===== src/rtl/pvt_link_master.sv =====
// pvt_link_master: serializes a command header plus 0-4 payload frames on tx and, for reads, captures one response frame from rx
module pvt_link_master #(
  parameter int CLKS_PER_BIT = 1,
  parameter logic [2:0] READ_TYPE = 3'd2,
  parameter int TIMEOUT_CYCLES = 256
) (
  input  logic clk,
  input  logic rst,
  input  logic cmd_valid,
  output logic cmd_ready,
  input  logic [2:0] cmd_type,
  input  logic [4:0] cmd_addr,
  input  logic [2:0] cmd_len,
  input  logic [31:0] cmd_data,
  output logic cmd_done,
  output logic [7:0] rsp_data,
  output logic rsp_err,
  output logic rsp_timeout,
  output logic tx,
  input  logic rx
);
  localparam int CW = $clog2(CLKS_PER_BIT + CLKS_PER_BIT / 2 + 1) + 1;
  localparam int TW = $clog2(TIMEOUT_CYCLES + 1);
  typedef enum logic [2:0] {IDLE, TX_FRAME, RX_WAIT, RX_FRAME, DONE} state_t;
  state_t state;
  logic [CW-1:0] ccnt;
  logic [TW-1:0] tcnt;
  logic [3:0] bit_idx;
  logic [2:0] frames_left, len_c;
  logic [39:0] sh;
  logic [31:0] data_c;
  logic [7:0] rsh;
  logic [1:0] sync;
  logic is_read, rxs;
  assign rxs = sync[1];
  assign len_c = cmd_len > 3'd4 ? 3'd4 : cmd_len;
  assign data_c = cmd_data << {3'd4 - len_c, 3'b000};
  always_ff @(posedge clk) begin
    if (rst) begin
      state <= IDLE;
      tx <= 1'b1;
      cmd_ready <= 1'b1;
      cmd_done <= 1'b0;
      rsp_data <= '0;
      rsp_err <= 1'b0;
      rsp_timeout <= 1'b0;
      ccnt <= '0;
      tcnt <= '0;
      bit_idx <= '0;
      frames_left <= '0;
      sh <= '0;
      rsh <= '0;
      is_read <= 1'b0;
      sync <= 2'b11;
    end else begin
      sync <= {sync[0], rx};
      cmd_done <= 1'b0;
      case (state)
        IDLE: if (cmd_valid) begin
          state <= TX_FRAME;
          cmd_ready <= 1'b0;
          tx <= 1'b0;
          sh <= {cmd_type, cmd_addr, data_c};
          frames_left <= len_c;
          is_read <= cmd_type == READ_TYPE;
          ccnt <= '0;
          bit_idx <= '0;
        end
        TX_FRAME: if (ccnt != CW'(CLKS_PER_BIT - 1)) ccnt <= ccnt + CW'(1);
        else begin
          ccnt <= '0;
          if (bit_idx == 4'd9) begin
            if (frames_left == 3'd0) begin
              tx <= 1'b1;
              tcnt <= '0;
              state <= is_read ? RX_WAIT : DONE;
              cmd_done <= !is_read;
              if (!is_read) begin
                rsp_data <= '0;
                rsp_err <= 1'b0;
                rsp_timeout <= 1'b0;
              end
            end else begin
              frames_left <= frames_left - 3'd1;
              sh <= sh << 8;
              bit_idx <= '0;
              tx <= 1'b0;
            end
          end else begin
            bit_idx <= bit_idx + 4'd1;
            // current byte sits in sh[39:32]; data bit b (1..8) of the frame is sh[40-b]
            tx <= bit_idx == 4'd8 ? 1'b1 : sh[6'd39 - {2'b00, bit_idx}];
          end
        end
        RX_WAIT: if (!rxs) begin
          state <= RX_FRAME;
          // first sample lands half a bit into data bit 0, measured from the start cycle
          ccnt <= CW'(CLKS_PER_BIT / 2 + CLKS_PER_BIT - 1);
          bit_idx <= '0;
        end else if (tcnt == TW'(TIMEOUT_CYCLES - 1)) begin
          state <= DONE;
          cmd_done <= 1'b1;
          rsp_data <= '0;
          rsp_err <= 1'b0;
          rsp_timeout <= 1'b1;
        end else tcnt <= tcnt + TW'(1);
        RX_FRAME: if (ccnt != '0) ccnt <= ccnt - CW'(1);
        else begin
          ccnt <= CW'(CLKS_PER_BIT - 1);
          if (bit_idx == 4'd8) begin
            state <= DONE;
            cmd_done <= 1'b1;
            rsp_data <= rsh;
            rsp_err <= !rxs;
            rsp_timeout <= 1'b0;
          end else begin
            rsh <= {rsh[6:0], rxs};
            bit_idx <= bit_idx + 4'd1;
          end
        end
        DONE: begin
          state <= IDLE;
          cmd_ready <= 1'b1;
        end
        default: state <= IDLE;
      endcase
    end
  end
endmodule


===== config.mk =====
export PLATFORM = sky130hd
export DESIGN_NAME = pvt_link_master
export DESIGN_NICKNAME = d
export VERILOG_FILES = /design/src/rtl/pvt_link_master.sv
export SDC_FILE = /design/constraint.sdc
export NUM_CORES = 1
export LEC_CHECK = 0
export CORE_MARGIN = 2
export CORE_UTILIZATION = 55
export CTS_CLUSTER_SIZE = 10
export DETAILED_ROUTE_END_ITERATION = 16
export GPL_TIMING_DRIVEN = 0
export PLACE_DENSITY = 0.76
export SKIP_LAST_GASP = 1
export SYNTH_ARGS = -nofsm -noshare
export SYNTH_HDL_FRONTEND = slang
export SYNTH_SLANG_ARGS = --single-unit

===== constraint.sdc =====
create_clock -name clk -period 4.1 [get_ports clk]
set_input_delay 0.82 -clock clk [delete_from_list [all_inputs] [get_ports clk]]
set_output_delay 0.82 -clock clk [all_outputs]
set_load 0.05 [all_outputs]

==> impl_metrics.sql <==
INSERT INTO impl_metrics (metric_group, metric, value, unit) VALUES
('logic_synthesis', 'ys_ff_latch', '85', ''),
('flow_run', 'max-cap-violations', '0', ''),
('place', 'numPortBuffers', '58', ''),
('pwr', 'powerDensity', '453', 'nW/um2'),
('logic_synthesis', 'async_set_or_reset_flop_fraction_in_the_synthesized_netlist', '0', ''),
('route', 'remaining_routing_drc_violations', '0', ''),
('route', 'route.vias.total', '4290', ''),
('logic_synthesis', 'synth.net_count', '593', ''),
('route', 'drtIter0Drc', '276', ''),
('clock_network', 'cts_sinks', '85', ''),
('clock_network', 'holdBufCountCts', '0', ''),
('critical_path', 'critical_path_peak_fanout', '10', ''),
('critical_path', 'critical_path.most_common_cell', 'sky130_fd_sc_hd__clkbuf_1', ''),
('route', 'avgViaCountPerCell', '6.03', ''),
('floorplan', 'die_h', '94.2', 'um'),
('clock_network', 'clk_pin_slew', '0.08', 'ns'),
('pwr', 'power_leakage', '2.05', 'nW'),
('floorplan', 'core-area', '7810', 'um2'),
('place', 'dpl_cell_area', '5180', 'um2'),
('clock_network', 'cts-root-buf', 'sky130_fd_sc_hd__clkbuf_8', ''),
('critical_path', 'crit_family', 'buffers and inverters', ''),
('global_routing', 'grt.total_usage', '0.279', ''),
('final_layout', 'commonest_cells_after_routing_fill_and_taps_aside', 'sky130_fd_sc_hd__dfxtp_1, sky130_fd_sc_hd__nand2_1, sky130_fd_sc_hd__nor2_1', ''),
('floorplan', 'num_rows', '32', ''),
('logic_synthesis', 'synthesized_area', '4480', 'um2'),
('logic_synthesis', 'postSynthCellCount', '535', ''),
('logic_synthesis', 'synth-seq-area-share', '0.380', ''),
('timing', 'hold-worst-slack', '0.415', 'ns'),
('final_layout', 'final_common_cell', 'sky130_fd_sc_hd__dfxtp_1', ''),
('route', 'routedLengthMet1', '5.36', 'mm'),
('place', 'dpl_worst_slack', '-0.593', 'ns'),
('critical_path', 'worst_setup_path_end_kind', 'flop', ''),
('final_layout', 'finalNetCount', '663', ''),
('critical_path', 'setup.reg_to_reg.worst_slack', '1.50', 'ns'),
('timing', 'maxSlewViolCount', '0', ''),
('run_status', 'status', 'finished, final reports clean', ''),
('timing', 'rsz0062_at_grt', 'no', ''),
('logic_synthesis', 'yosys.cell_types.count', '52', ''),
('global_routing', 'grt_first_pass_wirelength', '19.5', 'mm'),
('critical_path', 'data_arrival_time_of_the_worst_path', '4.10', 'ns'),
('critical_path', 'worstPathRequired', '4.34', 'ns'),
('clock_network', 'h_tree_depth_reported_by_cts', '3', ''),
('final_layout', 'area.growth.synth_to_final', '20.7', '%'),
('final_layout', 'final_layout_size_suffix_gt1_frac', '0.0984', ''),
('timing', 'crit_path_setup_slack_layout', '0.243', 'ns'),
('timing', 'timing_worst_slew_pin_value', '0.660', 'ns'),
('floorplan', 'chipWidth', '94.2', 'um'),
('route', 'post_drt_antenna_nets', '0', ''),
('route', 'met3_wirelength', '930', 'um'),
('global_routing', 'overflow', '0', ''),
('timing', 'clock.fmax', '259', 'MHz'),
('clock_network', 'clkLatencyLatePin', '0.36', 'ns'),
('route', 'route.final.wire_length', '11.7', 'mm'),
('place', 'finalWeightedCongestion', '0.937', ''),
('floorplan', 'start_util', '0.573', ''),
('critical_path', 'timing_worst_setup_path_type', 'input pin to flop', ''),
('timing', 'finalCriticalPeriod', '3.86', 'ns'),
('global_routing', 'antenna_found_initial', '0', ''),
('critical_path', 'worstPathBufferInverterCount', '5', ''),
('global_routing', 'grt_pass1_vias', '3988', ''),
('final_layout', 'insertedDiodeCount', '0', ''),
('critical_path', 'cp_slowest_stage_delay', '0.57', 'ns'),
('logic_synthesis', 'synth_warnings', '0', ''),
('route', 'wl_met2', '5.24', 'mm'),
('route', 'post_drt_wl_per_cell', '16.5', 'um'),
('critical_path', 'standard_cell_with_the_maximum_stage_delay_on_the_critical_path', 'sky130_fd_sc_hd__ha_1', ''),
('clock_network', 'tritoncts.num_buffers', '9', ''),
('clock_network', 'cts-root-to-sink-buffers', '2', ''),
('timing', 'finClkSkew', '0.0125', 'ns'),
('route', 'detail_route.first_pass.iterations', '5', ''),
('floorplan', 'total_die_area', '8870', 'um2');
==> path summary, 6_finish.rpt <==
kind / startpoint / to / depth (start not counted)
setup / recovery: cmd_len[2] / sh[28]$_SDFFE_PP0P_ / 10
hold / removal: sync[0]$_SDFF_PP1_ / sync[1]$_SDFF_PP1_ / 1
setup reg to reg: bit_idx[1]$_SDFFE_PP0P_ / sh[0]$_SDFFE_PP0P_ / 10
hold reg to reg: sync[0]$_SDFF_PP1_ / sync[1]$_SDFF_PP1_ / 1
==> metrics by stage <==
stage	setup TNS, ns	utilization
after floorplan	0	-
after global placement	-5.36	0.664
final	0	0.692
after detailed placement	-5.63	0.664
after CTS	0	0.690
after global routing	0	0.692
==> Yosys cell counts (all sizes together), types with 12 or more instances <==
cell type	n	area (um2)
dfxtp	85	1700
nand3	13	65.1
nor2	66	248
nand2	74	278
or2	12	75.1
a21oi	25	129
o21ai	35	175
buf	18	93.8
a221oi	26	228
nor3	14	70.1
mux2i	22	220
clkbuf	26	97.6
==> sequential cells by signal, indices dropped and copies added (netlist names), 3 cells and up <==
name	flops
rsp_data	8
rsh	8
sh	40
tcnt	9
bit_idx	4
state	3
frames_left	3
==> worst register-to-register path, cell delays in order, from the launching register on <==
cell and delay (ns):
sky130_fd_sc_hd__dfxtp_1 0.34, sky130_fd_sc_hd__clkbuf_1 0.37, sky130_fd_sc_hd__inv_1 0.16, sky130_fd_sc_hd__ha_1 0.25
sky130_fd_sc_hd__and3b_1 0.21, sky130_fd_sc_hd__a21oi_2 0.33, sky130_fd_sc_hd__or2_2 0.18, sky130_fd_sc_hd__buf_2 0.17
sky130_fd_sc_hd__buf_2 0.29, sky130_fd_sc_hd__a22oi_1 0.13, sky130_fd_sc_hd__nor2_1 0.10
==> kinds of logic (layout without fill, tap and decap cells) <==
group,Yosys count,in the layout,synth area share
muxes,35,35,0.110
and+or+nand+nor,227,227,0.245
AOI/OAI and AO/OA,120,120,0.179
xor gates and xnor gates,1,1,0.00196
DFF,85,85,0.380
buffers and inverters,56,131,0.0528
adders and majority gates,11,11,0.0308
==> per-layer routing <==
metal,vias up,global-route usage
met5,-,0
met4,0,0.0882
met3,20,0.0474
met2,192,0.432
met1,2016,0.397
li1,2062,-
==> repair_timing <==
| item | 4_1_cts | 5_1_grt |
|---|---|---|
| setup endpoints to repair | 8 | 12 |
| pin swaps | 0 | 0 |
| buffers inserted | 0 | 2 |
| resized for setup | 1 | 2 |
==> layout make-up <==
type	count	area (um2)	area share
sequential	85	1700	0.315
clock inverter	4	47.5	0.00880
timing repair buffer	60	596	0.110
multi-input combinational	394	2550	0.472
inverter	12	45.0	0.00834
clock buffer	12	145	0.0269
buffer	43	189	0.0350
tap	102	128	0.0236
==> where the power goes <==
part	internal, W	total [W]	leakage (nW)	switching [W]
clock network	0.000297	0.000592	0.0964	0.000295
registers	0.000949	0.00102	0.694	0.0000710
logic	0.000330	0.000835	1.26	0.000505
(Power assumes the default switching activity.)
